**src/rtl/keypad_matrix_emulator.sv**
```systemverilog
// Emulated 4x4 keypad: answers the scanner's active-low column strobes on the
// row lines as if one key were pressed, with timed bounce, hold and release gap.
module keypad_matrix_emulator #(
    parameter int HOLD_W        = 24,
    parameter int BOUNCE_CYCLES = 64,
    parameter int BOUNCE_PERIOD = 8,
    parameter int GAP_CYCLES    = 256
) (
    input  logic              clk,
    input  logic              rst,
    input  logic              req_valid_i,
    output logic              req_ready_o,
    input  logic [3:0]        req_code_i,
    input  logic [HOLD_W-1:0] req_hold_i,
    input  logic [3:0]        col_i,
    output logic [3:0]        row_o,
    output logic              pressed_o,
    output logic              busy_o,
    output logic              done_o
);

    localparam int CNT_MAX = (BOUNCE_CYCLES > GAP_CYCLES) ? BOUNCE_CYCLES : GAP_CYCLES;
    localparam int CW      = (CNT_MAX < 2) ? 1 : $clog2(CNT_MAX);
    localparam int PW      = (BOUNCE_PERIOD < 2) ? 1 : $clog2(BOUNCE_PERIOD);

    typedef enum logic [2:0] {
        IDLE,
        PRESS_B,
        HOLD,
        REL_B,
        GAP
    } state_t;

    state_t            state_q, state_d;
    logic [CW-1:0]     cnt_q, cnt_d;
    logic [PW-1:0]     ph_q, ph_d;
    logic [HOLD_W-1:0] hcnt_q, hcnt_d;
    logic [HOLD_W-1:0] hold_q, hold_d;
    logic [3:0]        idx_q, idx_d;
    logic              pressed_q, pressed_d;
    logic              done_q, done_d;
    logic [3:0]        row_q;

    assign req_ready_o = rst & (state_q == IDLE);
    assign busy_o      = (state_q != IDLE);
    assign pressed_o   = pressed_q;
    assign done_o      = done_q;
    assign row_o       = row_q;

    always_comb begin
        state_d   = state_q;
        cnt_d     = cnt_q;
        ph_d      = ph_q;
        hcnt_d    = hcnt_q;
        hold_d    = hold_q;
        idx_d     = idx_q;
        pressed_d = pressed_q;
        done_d    = 1'b0;

        // Bounce states share the period toggle; the exit branch below overrides it.
        if (state_q == PRESS_B || state_q == REL_B) begin
            cnt_d = cnt_q + CW'(1);
            if (ph_q == PW'(BOUNCE_PERIOD - 1)) begin
                ph_d      = '0;
                pressed_d = ~pressed_q;
            end else begin
                ph_d = ph_q + PW'(1);
            end
        end

        unique case (state_q)
            IDLE: begin
                if (req_valid_i && req_ready_o) begin
                    idx_d     = (req_code_i == 4'd0) ? 4'd15 : req_code_i - 4'd1;
                    hold_d    = (req_hold_i == '0) ? HOLD_W'(1) : req_hold_i;
                    pressed_d = 1'b1;
                    cnt_d     = '0;
                    ph_d      = '0;
                    hcnt_d    = HOLD_W'(1);
                    state_d   = (BOUNCE_CYCLES > 0) ? PRESS_B : HOLD;
                end
            end
            PRESS_B: begin
                if (cnt_q == CW'(BOUNCE_CYCLES - 1)) begin
                    state_d   = HOLD;
                    pressed_d = 1'b1;
                    hcnt_d    = HOLD_W'(1);
                    cnt_d     = '0;
                end
            end
            HOLD: begin
                // Equality compare lets an all-ones hold run its full length.
                if (hcnt_q == hold_q) begin
                    pressed_d = 1'b0;
                    cnt_d     = '0;
                    ph_d      = '0;
                    if (BOUNCE_CYCLES > 0) begin
                        state_d = REL_B;
                    end else if (GAP_CYCLES > 0) begin
                        state_d = GAP;
                    end else begin
                        state_d = IDLE;
                        done_d  = 1'b1;
                    end
                end else begin
                    hcnt_d = hcnt_q + HOLD_W'(1);
                end
            end
            REL_B: begin
                if (cnt_q == CW'(BOUNCE_CYCLES - 1)) begin
                    pressed_d = 1'b0;
                    cnt_d     = '0;
                    if (GAP_CYCLES > 0) begin
                        state_d = GAP;
                    end else begin
                        state_d = IDLE;
                        done_d  = 1'b1;
                    end
                end
            end
            GAP: begin
                if (cnt_q == CW'(GAP_CYCLES - 1)) begin
                    state_d = IDLE;
                    done_d  = 1'b1;
                    cnt_d   = '0;
                end else begin
                    cnt_d = cnt_q + CW'(1);
                end
            end
            default: state_d = IDLE;
        endcase
    end

    always_ff @(posedge clk or negedge rst) begin
        if (!rst) begin
            state_q   <= IDLE;
            cnt_q     <= '0;
            ph_q      <= '0;
            hcnt_q    <= '0;
            hold_q    <= '0;
            idx_q     <= '0;
            pressed_q <= 1'b0;
            done_q    <= 1'b0;
        end else begin
            state_q   <= state_d;
            cnt_q     <= cnt_d;
            ph_q      <= ph_d;
            hcnt_q    <= hcnt_d;
            hold_q    <= hold_d;
            idx_q     <= idx_d;
            pressed_q <= pressed_d;
            done_q    <= done_d;
        end
    end

    // Matrix physics: the key only shorts its row while its own column is strobed.
    always_ff @(posedge clk or negedge rst) begin
        if (!rst) begin
            row_q <= 4'b1111;
        end else if (pressed_q && !col_i[idx_q[3:2]]) begin
            row_q <= ~(4'b0001 << idx_q[1:0]);
        end else begin
            row_q <= 4'b1111;
        end
    end

endmodule

```
**config.mk**
```make
export PLATFORM = sky130hd
export DESIGN_NAME = keypad_matrix_emulator
export DESIGN_NICKNAME = d
export VERILOG_FILES = /design/src/rtl/keypad_matrix_emulator.sv
export SDC_FILE = /design/constraint.sdc
export NUM_CORES = 1
export LEC_CHECK = 0
export CORE_MARGIN = 5
export CORE_UTILIZATION = 57
export CTS_CLUSTER_SIZE = 20
export DETAILED_ROUTE_END_ITERATION = 12
export PLACE_DENSITY = 0.84
export SYNTH_ARGS = -nofsm -noshare
export SYNTH_HDL_FRONTEND = slang
export SYNTH_SLANG_ARGS = --single-unit
```
**constraint.sdc**
```tcl
create_clock -name clk -period 2.2 [get_ports clk]
set_input_delay 0.44 -clock clk [delete_from_list [all_inputs] [get_ports clk]]
set_output_delay 0.44 -clock clk [all_outputs]
set_load 0.02 [all_outputs]
```
## Word-level counts from Yosys, hierarchy flattened

Index checks and enable logic that the tools add are counted.

| storage, ports and cells | value |
|---|---|
| register bits | 72 |
| bits in latches | 0 |
| memory bits (writable) | 0 |
| ROM bits | 0 |
| bits of input ports | 35 |
| output and inout port bits | 8 |
| memories | 0 |

| operators by class | value |
|---|---|
| add/subtract/negate cells | 4 |
| multipliers | 0 |
| div/mod/pow operators | 0 |
| $lt $le $gt $ge | 1 |
| equality and inequality tests | 14 |
| shifts and indexed selects | 1 |
| mux-type cells | 35 |
| bitwise operators | 3 |
| reduce and logical (&&, ||, !) cells | 13 |

Operator list:

| cell | count |
|---|---|
| two-way mux 24 bit | 4 |
| one-hot mux 24 bit (3 select lines) | 1 |
| two-way mux 8 bit | 5 |
| one-hot mux 8 bit (4 select lines) | 1 |
| two-way mux 3 bit | 9 |
| adder 24 x 1 -> 24 bit (second input constant) | 1 |
| == test 24 bit | 1 |
| zero test 24 bit | 1 |
| one-hot mux 3 bit (5 select lines) | 1 |
| two-way mux 1 bit | 9 |
| adder 8 x 1 -> 8 bit (second input constant) | 1 |
| == test 8 x 6 -> 1 bit (second input constant) | 1 |
| == test 8 bit (second input constant) | 1 |
| two-way mux 4 bit | 2 |
| == test 3 x 2 -> 1 bit (second input constant) | 2 |
| == test 3 bit (second input constant) | 2 |
| inequality test 2 x 1 -> 1 bit (second input constant) | 3 |
| inequality test 2 bit (second input constant) | 3 |
| one-hot mux 3 bit (2 select lines) | 1 |
| nonzero test 3 bit | 2 |
| AND reduction 5 bit | 1 |
| zero test 4 bit | 1 |
| inverter 4 bit | 1 |
| one-hot mux 1 bit (4 select lines) | 1 |
| 15 further kinds | 16 |

## Logic depth before layout (Yosys ltp)

| depth | value |
|---|---|
| word-level depth | 5 |
| gate-level depth with buffers | 8 |
| gate-level depth less buffers | 7 |

## Worst setup path after synthesis

No wires, ideal clock.

| timing path | value |
|---|---|
| path kind | register to register |
| start point | register cnt_q[0] |
| end point | register hcnt_q[11] |
| setup time | 0.134 ns |
| data arrival time | 1.753 ns |
| data required time | 2.066 ns |
| slack | 0.314 ns |
| stages on the path, launching flop included | 9 |
| clock period less this slack | 1.886 ns |
| cell sequence | dfrtp_1 ha_1 nand4_1 nor4b_2 a31o_2 o31ai_4 buf_6 o21ai_1 o41ai_1 |

| on the way | value |
|---|---|
| cells in the longest elaborated chain, start to end | 3 |

Ends and longest elaborated chain:

| item | RTL line | source |
|---|---|---|
| start, declared | 35 | `logic [CW-1:0] cnt_q, cnt_d;` |
| start signal, assigned | 146 | `cnt_q <= cnt_d;` |
| == test 8 x 6 -> 1 bit | 84 | `if (cnt_q == CW'(BOUNCE_CYCLES - 1)) begin` |
| inequality test 2 x 1 -> 1 bit (no source line) | -- |  |
| AND reduction 4 bit (no source line) | -- |  |
| end signal, assigned | 148 | `hcnt_q <= hcnt_d;` |
| end, declared | 37 | `logic [HOLD_W-1:0] hcnt_q, hcnt_d;` |

No other way between the ends.
A chain may end at the register's enable or synchronous reset.

## Final worst setup path

| timing path | value |
|---|---|
| start point | register hcnt_q[3] |
| end point | register hcnt_q[3] |

| on the way | value |
|---|---|
| cells in the longest elaborated chain, start to end | 3 |

Ends and longest elaborated chain:

| item | RTL line |
|---|---|
| adder 24 x 1 -> 24 bit or == test 24 bit (tied branches) | 106, 93 |
| two-way mux 24 bit or inequality test 2 bit (tied branches) | -- |
| one-hot mux 24 bit (3 select lines) or AND reduction 4 bit (tied branches) | -- |

Several ways; a longest one is shown, not always the timed one. The select of a mux whose other input is x is not followed.

==> impl_metrics.prom <==
# TYPE chip_impl_metric gauge
chip_impl_info{name="r2r-end",value="hcnt_q[3]"} 1
chip_impl_metric{name="ys.warnings.count",unit=""} 0
chip_impl_metric{name="synth_seq_cells",unit=""} 72
chip_impl_metric{name="finClkSkew",unit="ns"} 0.0130
chip_impl_metric{name="detail_route.wl_per_cell",unit="µm"} 16.9
chip_impl_metric{name="fp.dieArea",unit="µm²"} 8780
chip_impl_info{name="timing.critical_path.from_type",value="register"} 1
chip_impl_metric{name="length_of_the_first_detailed_routing_pass_in_iterations",unit=""} 5
chip_impl_metric{name="final_number_of_max_transition_violations",unit=""} 0
chip_impl_metric{name="dpl.cell_count",unit=""} 598
chip_impl_metric{name="grt_pass1_wl",unit="µm"} 16700
chip_impl_metric{name="detailroute.via_count",unit=""} 3729
chip_impl_info{name="dominantRegCellSynth",value="dfrtp_1"} 1
chip_impl_metric{name="worstMarginPinSlew",unit="ns"} 0.841
chip_impl_metric{name="globalRouteTotalUtil",unit="%"} 24.1
chip_impl_metric{name="relSlewSlack",unit="%"} 43.9
chip_impl_metric{name="antenna_found_initial",unit=""} 1
chip_impl_metric{name="worstSkewPairLatency",unit="ns"} 0.36
chip_impl_metric{name="core_area",unit="µm²"} 6790
chip_impl_metric{name="io_buffers",unit=""} 42
chip_impl_metric{name="static-leakage-power",unit="nW"} 2.24
chip_impl_metric{name="layout.nets",unit=""} 563
chip_impl_metric{name="rr_worst_depth",unit=""} 8
chip_impl_metric{name="final_critical_path_setup_slack",unit="ns"} 0.0604
chip_impl_metric{name="finalSetupViolCount",unit=""} 0
chip_impl_metric{name="clock_tree.htree_level_count",unit=""} 3
chip_impl_metric{name="first_global_vias",unit=""} 3537
chip_impl_metric{name="synth.net_count",unit=""} 496
chip_impl_info{name="cts_tree",value="yes"} 1
chip_impl_metric{name="final_hold_viol_count",unit=""} 0
chip_impl_metric{name="setup_tns_final",unit="ns"} 0
chip_impl_info{name="timing.hold.worst.class",value="primary input to asynchronous set/reset pin"} 1
chip_impl_metric{name="cp_data_required_time",unit="ns"} 2.44
chip_impl_metric{name="power-per-cell-area",unit="nW/µm²"} 1200
chip_impl_metric{name="syn-instance-count",unit=""} 455
chip_impl_metric{name="tritoncts.num_buffers",unit=""} 9
chip_impl_info{name="category_of_the_worst_setup_path_capture_point",value="register"} 1
chip_impl_metric{name="row_count",unit=""} 30
chip_impl_metric{name="largest_net_degree_at_the_start_of_global_routing",unit=""} 65
chip_impl_metric{name="clock_transition_at_the_register_clock_pins_on_the_worst_setup_and_hold_paths_after_cts",unit="ns"} 0.08
chip_impl_metric{name="clk_path_buf_depth",unit=""} 2
chip_impl_metric{name="finalCritPeriodShare",unit="%"} 97.3
chip_impl_metric{name="dpl.hpwl",unit="µm"} 7010
chip_impl_metric{name="finish.utilization",unit="%"} 72.7
chip_impl_metric{name="numClockSinks",unit=""} 72
chip_impl_metric{name="die_h",unit="µm"} 93.7
chip_impl_metric{name="drcViolationCount",unit=""} 0
chip_impl_metric{name="final_cells",unit=""} 624
chip_impl_metric{name="synth_enable_flop_cells",unit=""} 0
chip_impl_metric{name="initial_core_util",unit="%"} 58.7
chip_impl_metric{name="grt-ovfl-total",unit=""} 0
chip_impl_metric{name="place.gp.congestion",unit=""} 0.925
chip_impl_metric{name="io-pin-count",unit=""} 43
chip_impl_metric{name="unique_masters_post_synth",unit=""} 53
chip_impl_info{name="outcome",value="finished clean"} 1
chip_impl_metric{name="max_freq",unit="GHz"} 0.467
chip_impl_metric{name="cp.arrival",unit="ns"} 2.38
chip_impl_metric{name="preCtsSetupSlack",unit="ns"} 0.0690
chip_impl_metric{name="floorplan.die.width",unit="µm"} 93.7
chip_impl_metric{name="drive_gt1_share",unit="%"} 14.8
chip_impl_metric{name="postSynthAreaPerCell",unit="µm²"} 8.77
chip_impl_metric{name="fillerInstances",unit=""} 458
chip_impl_metric{name="cap_violations",unit=""} 0
chip_impl_metric{name="critical_path.max_fanout",unit=""} 6
chip_impl_metric{name="drt-vias-per-instance",unit=""} 5.98
chip_impl_metric{name="area_delta_synth_final",unit="%"} 23.7
chip_impl_metric{name="totalWireLength",unit="µm"} 10500
chip_impl_metric{name="period_minus_slack",unit="ns"} 2.14
chip_impl_info{name="crit_type",value="register to register"} 1
chip_impl_metric{name="synthArstFlopShare",unit="%"} 100
chip_impl_metric{name="r2r_slack",unit="ns"} 0.06
chip_impl_metric{name="power.ir.vdd_worst",unit="V"} 0.000646
chip_impl_metric{name="yosysSeqAreaShare",unit="%"} 45.3
chip_impl_metric{name="first_iter_violations",unit=""} 383
chip_impl_info{name="clock_tree.root_cell",value="clkbuf_8"} 1
chip_impl_metric{name="synth.cell_area",unit="µm²"} 3990
chip_impl_metric{name="route.antenna.remaining_nets",unit=""} 0
chip_impl_info{name="r2r_start",value="hcnt_q[3]"} 1
-- timing repair --
item,CTS,global route
hold endpoints to repair,8,0
setup endpoints to repair,1,12
pin swaps,0,5
setup buffers,0,7
hold buffers,1,0
cloned,0,1
resized for setup,1,7
-- state kept, by name (all words and copies together) (netlist names) --
| signal | count |
|---|---|
| done_o | 1 |
| cnt_q | 8 |
| hcnt_q | 24 |
| hold_q | 24 |
| row_o | 4 |
| pressed_o | 1 |
| idx_q | 4 |
| ph_q | 3 |
| state_q | 3 |
-- where the power goes --
group | switching, mW | leakage, nW | total (mW) | internal (mW)
combinational | 1.28 | 1.24 | 2.39 | 1.11
clock | 0.540 | 0.0907 | 1.10 | 0.556
sequential | 0.571 | 0.911 | 2.42 | 1.85
-- per-layer routing --
layer	share of wire [%]	GRT usage, %
met1	42	32.5
met2	47	38.0
met3	6.6	4.25
met4	3.6	10.7
met5	0	0
-- worst max-delay path by stage --
| stage | startpoint | to | depth (start not counted) |
|---|---|---|---|
| 3_3_place_gp | req_valid_i | hcnt_q[17] | 8 |
| 5_1_grt | hcnt_q[3] | hcnt_q[21] | 8 |
| 2_1_floorplan | cnt_q[0] | hcnt_q[11] | 8 |
| 3_5_place_dp | req_valid_i | hcnt_q[19] | 8 |
| 4_1_cts | state_q[1] | req_ready_o | 3 |
| 6_report | hcnt_q[3] | hcnt_q[3] | 8 |
-- synth_stat cells (3+ instances only) --
cell | instances | area (µm²)
nand2_1 | 107 | 402
dfrtp_1 | 68 | 1700
nor2_1 | 27 | 101
a21oi_1 | 24 | 120
xor2_1 | 23 | 201
o21ai_0 | 20 | 100
nand3_1 | 19 | 95.1
o21ai_1 | 19 | 95.1
nor3_1 | 14 | 70.1
inv_1 | 10 | 37.5
or3_1 | 9 | 56.3
and3_1 | 8 | 50.1
clkbuf_1 | 8 | 30.0
nor4_1 | 8 | 50.1
and2_1 | 6 | 37.5
buf_2 | 6 | 30.0
ha_1 | 6 | 75.1
a31oi_1 | 5 | 31.3
a211oi_1 | 4 | 30.0
dfstp_2 | 4 | 105
nand4_1 | 4 | 25.0
nor4_2 | 4 | 50.1
o31ai_1 | 4 | 30.0
a22o_1 | 3 | 26.3
buf_6 | 3 | 33.8
nand2b_1 | 3 | 18.8
nor2b_1 | 3 | 18.8
o41ai_1 | 3 | 26.3
-- worst max-delay path, cell delays in order (launching register included) --
cell     delay, ns
dfrtp_1       0.47
xor2_1        0.19
nor4_2        0.35
nand4_2       0.23
o31ai_4       0.29
buf_4         0.19
buf_4         0.11
o21ai_1       0.08
o31ai_1       0.11
-- cell usage in the layout, fill, tap and decap left out, types with 4 or more instances in the layout --
| cell type | instances |
|---|---|
| nand2_1 | 107 |
| dfrtp_1 | 66 |
| clkdlybuf4s50_1 | 39 |
| buf_4 | 31 |
| nor2_1 | 26 |
| a21oi_1 | 24 |
| xor2_1 | 23 |
| o21ai_0 | 20 |
| nand3_1 | 19 |
| o21ai_1 | 19 |
| nor3_1 | 13 |
| inv_1 | 10 |
| clkbuf_8 | 10 |
| or3_1 | 9 |
| nor4_1 | 8 |
| and3_1 | 8 |
| and2_1 | 6 |
| a31oi_1 | 5 |
| ha_1 | 5 |
| nor4_2 | 4 |
| a211oi_1 | 4 |
| nand4_1 | 4 |
| o31ai_1 | 4 |
| clkinvlp_4 | 4 |
| dfstp_2 | 4 |
-- logic make-up (layout without fill, tap and decap cells) --
group	Yosys count	after routing	share of synthesized area (%)
and+or+nand+nor	222	222	27.1
buffers and inverters	30	102	3.76
muxes	1	1	0.564
other	0	1	0
DFF	72	72	45.3
AOI/OAI and AO/OA	98	98	15.5
adders and majority gates	6	6	1.88
xor gates and xnor gates	26	26	5.89
-- through the flow --
step	instance area, µm²	total power [mW]	hold WS [ns]
floorplan	3990	3.83	0.144
global placement	4610	4.41	0.287
detailed placement	4610	4.54	0.290
CTS	4830	5.67	0.349
global route	4940	6.30	0.389
finish	4940	5.91	0.318
-- layout make-up --
cell class              count  area (µm²)  area share [%]
multi-input cells         353        2050            41.6
inverters                  11        41.3           0.837
diodes                      1        2.50          0.0507
clock inverters             6        68.8            1.39
repair buffers             75         703            14.2
clock buffers              10         138            2.79
flip-flops and latches     72        1810            36.7
well taps                  96         120            2.43
(Power assumes the default switching activity.)
